--- src/rtl/z80_bus_responder.sv ---
// Z80 bus slave: decodes a memory or I/O window, stretches the CPU cycle with wait_n and forwards it to a req/ack backend.
// Optional interrupt acknowledge support is compiled in with `define Z80_RESP_INTACK_EN.
module z80_bus_responder #(
  parameter logic [15:0] BASE_ADDR  = 16'h8000,
  parameter logic [15:0] ADDR_MASK  = 16'hC000,
  parameter bit          IS_IO      = 1'b0,
  parameter logic [7:0]  IRQ_VECTOR = 8'hFF
) (
  input  logic        clk,
  input  logic        reset,
  input  logic [15:0] A,
  input  logic [7:0]  di,
  input  logic        m1_n,
  input  logic        mreq_n,
  input  logic        iorq_n,
  input  logic        rd_n,
  input  logic        wr_n,
  input  logic        rfsh_n,
  output logic [7:0]  dout,
  output logic        dout_en,
  output logic        wait_n,
  output logic        int_n,
  output logic        be_req,
  output logic        be_we,
  output logic [15:0] be_addr,
  output logic [7:0]  be_wdata,
  input  logic [7:0]  be_rdata,
  input  logic        be_ack,
  input  logic        irq_in
);

  typedef enum logic [1:0] {IDLE, REQ, HOLD, DRAIN} state_t;

  state_t     state;
  logic [7:0] dout_q;
  logic       space_n;
  logic       addr_match;
  logic       hit;
  logic       intack;
  logic       start;

  // NOTE: every always_comb output gets a value on every path, so no latch can be inferred.
  always_comb begin
    space_n    = IS_IO ? iorq_n : mreq_n;
    addr_match = IS_IO ? ((A[7:0] & ADDR_MASK[7:0]) == (BASE_ADDR[7:0] & ADDR_MASK[7:0]))
                       : ((A & ADDR_MASK) == (BASE_ADDR & ADDR_MASK));
    hit        = !space_n && (!rd_n || !wr_n) && rfsh_n && (m1_n || !IS_IO) && addr_match;
  end

`ifdef Z80_RESP_INTACK_EN
  logic irq_in_d;
  logic irq_pending;

  assign intack = !m1_n && !iorq_n;
  assign int_n  = ~irq_pending;

  // A fresh irq_in edge beats a same-cycle acknowledge so the new request is never lost.
  always_ff @(posedge clk or posedge reset) begin
    if (reset) begin
      irq_in_d    <= 1'b0;
      irq_pending <= 1'b0;
    end else begin
      irq_in_d <= irq_in;
      if (irq_in && !irq_in_d) irq_pending <= 1'b1;
      else if (intack)         irq_pending <= 1'b0;
    end
  end
`else
  logic unused_irq;

  assign intack     = 1'b0;
  assign int_n      = 1'b1;
  assign unused_irq = irq_in;
`endif

  // Acknowledge cycles are answered locally and never reach the backend.
  assign start   = hit && !intack;
  assign wait_n  = !(start && (state == IDLE || state == REQ));
  assign dout_en = (state == HOLD && !rd_n && !be_we) || intack;
  assign dout    = intack ? IRQ_VECTOR : dout_q;

  // NOTE: sequential state uses non-blocking assignments so all registers update together at the edge.
  always_ff @(posedge clk or posedge reset) begin
    if (reset) begin
      state    <= IDLE;
      be_req   <= 1'b0;
      be_we    <= 1'b0;
      be_addr  <= 16'h0000;
      be_wdata <= 8'h00;
      dout_q   <= 8'h00;
    end else begin
      case (state)
        IDLE: begin
          if (start) begin
            be_addr  <= A;
            be_we    <= ~wr_n;
            be_wdata <= di;
            be_req   <= 1'b1;
            state    <= REQ;
          end
        end
        REQ: begin
          if (be_ack) begin
            be_req <= 1'b0;
            // Data for a cycle the CPU already abandoned is dropped.
            if (!space_n) begin
              if (!be_we) dout_q <= be_rdata;
              state <= HOLD;
            end else begin
              state <= DRAIN;
            end
          end
        end
        HOLD: begin
          if (space_n) state <= IDLE;
        end
        DRAIN: begin
          state <= IDLE;
        end
        default: state <= IDLE;
      endcase
    end
  end

endmodule

--- config.mk ---
export PLATFORM = sky130hd
export DESIGN_NAME = z80_bus_responder
export DESIGN_NICKNAME = d
export VERILOG_FILES = /design/src/rtl/z80_bus_responder.sv
export SDC_FILE = /design/constraint.sdc
export NUM_CORES = 1
export LEC_CHECK = 0
export ABC_CLOCK_PERIOD_IN_PS = 3800
export CAP_MARGIN = 15
export CORE_ASPECT_RATIO = 1.75
export CORE_MARGIN = 8
export CORE_UTILIZATION = 40
export CTS_CLUSTER_DIAMETER = 120
export DETAILED_ROUTE_END_ITERATION = 6
export HOLD_SLACK_MARGIN = 0.12
export PLACE_DENSITY = 0.85
export SLEW_MARGIN = 10
export SYNTH_ARGS = -nofsm -noshare
export SYNTH_HDL_FRONTEND = slang
export SYNTH_SLANG_ARGS = --single-unit
--- constraint.sdc ---
create_clock -name clk -period 3.8 [get_ports clk]
set_clock_uncertainty 0.05 [all_clocks]
set_input_delay 0.76 -clock clk [delete_from_list [all_inputs] [get_ports clk]]
set_output_delay 0.76 -clock clk [all_outputs]
set_load 0.01 [all_outputs]
==> qor.yml <==
synth:
  synth.avg_cell_area_um2: 16.24
  yosysSeqAreaShare: 0.5965
  synth_top_cell_by_area: "dfrtp_1"
  ys_types: 22
  yosysTopAreaCellShare: 0.5965
  synth.top_cells.by_area: "dfrtp_1 (60%), mux2_4 (17%), mux2_2 (9.7%), nor4_4 (1.4%), a21oi_1 (1.3%)"
  ys_ff_latch: 36
  synth_cells: 93
  yosysWarningCount: 0
  syn_area_um2: 1510
  synth_nets: 135
routing:
  routed-via-count: 1048
  wire_per_inst_um: 17.84
  vias_per_cell: 4.785
  dr.pass1.iters: 2
  wl_um: 3906
  antenna_left: 0
  drt-initial-drc-count: 23
  remaining_drc_errors: 0
timing:
  period_needed_ns: 2.996
  worst_hold_slack_ns: 0.4208
  finalHoldViolations: 0
  fin_crit_sh: 0.7885
  slew_viol_final: 0
  tightest_slew_ns: 0.5758
  rsz0062_at_grt: "no"
  slew_headroom: 0.6133
  fin_tns_setup_ns: 0
  fmax_ghz: 0.3338
  setup_viol: 0
setup_path:
  critPathMostFrequentCell: "clkdlybuf4s50_1"
  cp_top_family: "buffers and inverters"
  critical-path-max-stage-delay_ns: 0.50
  r2r_end: "be_wdata[0]"
  worst-path-buf-inv: 2
  critical_path_class: "input pin to output pin"
  crit_path_end_kind: "output pin"
  critPathLaunch: "mreq_n"
  r2r_start: "state[1]"
  reg2reg_depth: 4
  endpoint: "wait_n"
  cp_cell_sequence: "clkdlybuf4s50_1 > and4bb_4 > nand2_1 > clkdlybuf4s50_1"
  slowest_stage: "clkdlybuf4s50_1"
  cp-start-kind: "input pin"
  cp.depth: 4
  path_max_fanout: 4
  r2r_slack_ns: 1.99
  cp.required_ns: 2.99
  arrival_ns: 2.19
finish:
  utilization: 0.6514
  drive_gt1_frac: 0.2370
  area_delta_synth_final_pct: 56.50
  diodes: 0
  final_common_cell: "clkdlybuf4s50_1"
  final_cell_mix: "clkdlybuf4s50_1 (74), dfrtp_1 (36), mux2_4 (17)"
  fill_cells: 286
  num-nets-final: 214
grt:
  gr-total-overflow: 0
  grt_pass1_wl_um: 6354
  met1_usage: 0.1224
  grtUsageMet2: 0.2516
  busiest_layer: "met2"
  grt_max_degree: 37
  grt_pass1_vias: 1194
  grt_usage: 0.1319
  gr-usage-met3: 0.04734
  antenna_found_initial: 0
clocking:
  clock-sinks: 36
  numCtsBuffers: 5
  cts_buffer_depth: 2
  postCtsSetupBuffers: 0
  post_cts_resized: 0
  clock_latency_ns: 0.28
  cts_tree: "yes"
  ctsHoldBuffers: 0
  h-tree-depth: 2
  clkTransAtPathRegs_ns: 0.07
  clock-root-buffer: "clkbuf_8"
die:
  initial_core_util: 0.4162
  die-area_um2: 6075
  num_rows: 29
  coreArea_um2: 3628
  die_height_um: 97.29
  die_w_um: 62.45
  io_pins: 79
run_status:
  status: "completed"
power_and_ir_drop:
  leakagePower_nw: 1.017
  ir_drop_v: 0.0004066
  pwr_density_cell_nw_per_um2: 699.5
  power.total_mw: 1.653
placement:
  io_buffer_count: 74
  gp_congestion: 0.7053
  place_hpwl_um: 3065
min_path:
  hp-class: "flop to flop"
run:
  cap_violations: 0
[stage by stage]
stage | setup slack (ns) | cells | area [µm²]
5_1_grt | 0.7554 | 219 | 2364
3_5_place_dp | 0.8001 | 211 | 2270
2_1_floorplan | 1.792 | 93 | 1510
6_report | 0.8039 | 219 | 2364
4_1_cts | 0.7974 | 219 | 2364
3_3_place_gp | 0.8515 | 211 | 2270
[routing by layer]
metal | wire (µm) | share of wire
met1 | 1365 | 0.35
met2 | 2250 | 0.58
met3 | 239 | 0.061
met4 | 51 | 0.013
met5 | 0 | 0
[synth_stat cells]
master	count
a21oi_1	4
a311oi_1	1
and3b_1	1
and4bb_4	1
buf_12	1
buf_4	1
buf_6	1
buf_8	1
conb_1	1
dfrtp_1	36
inv_1	4
mux2_2	13
mux2_4	17
mux2i_1	1
nand2_1	3
nand2b_1	1
nor2b_1	1
nor4_4	1
nor4b_1	1
o21ai_0	1
o22ai_1	1
or2_1	1
[worst reg2reg max path, stage by stage (launching register included)]
cell     delay (ns)
dfrtp_1        0.47
a21oi_1        0.23
and3b_1        0.19
buf_4          0.36
mux2_2         0.39
[how the worst min path moves through the flow]
stage                 from          end  slack (ns)  cells past startpoint
6_report       be_addr[15]  be_addr[15]        0.42                      1
5_1_grt        be_addr[15]  be_addr[15]        0.46                      1
4_1_cts        be_addr[15]  be_addr[15]        0.42                      1
3_5_place_dp   be_addr[15]  be_addr[15]        0.40                      1
3_3_place_gp   be_addr[15]  be_addr[15]        0.40                      1
2_1_floorplan  be_addr[15]  be_addr[15]        0.45                      1
[cell type report]
| type | instances | area (µm²) | area share |
|---|---|---|---|
| inverters | 4 | 15.01 | 0.006353 |
| well taps | 46 | 57.56 | 0.02435 |
| multi-input cells | 49 | 540.5 | 0.2287 |
| clock buffers | 7 | 86.33 | 0.03653 |
| repair buffers | 76 | 755.7 | 0.3197 |
| flip-flops and latches | 36 | 900.9 | 0.3812 |
| clock inverters | 1 | 7.507 | 0.003176 |
[flip-flops by register name (all words and copies together) (netlist names)]
name,count
be_addr,16
be_wdata,8
dout,8
state,2
be_req,1
be_we,1
[power breakdown]
group          total, mW  internal, mW  switching [mW]
Combinational      0.721         0.482           0.239
Sequential         0.661         0.552           0.109
Clock              0.271         0.147           0.124
[cells by family (layout without fill, tap and decap cells)]
family | count (synthesis) | after routing | share of synthesized area
flip-flops | 36 | 36 | 0.5965
multiplexers | 31 | 31 | 0.2726
AND/OR/NAND/NOR | 10 | 10 | 0.05635
buffers and inverters | 8 | 88 | 0.04556
AO/OA/AOI/OAI | 7 | 7 | 0.02651
other | 1 | 1 | 0.002483
No activity file was read; power rests on OpenSTA's default activity.
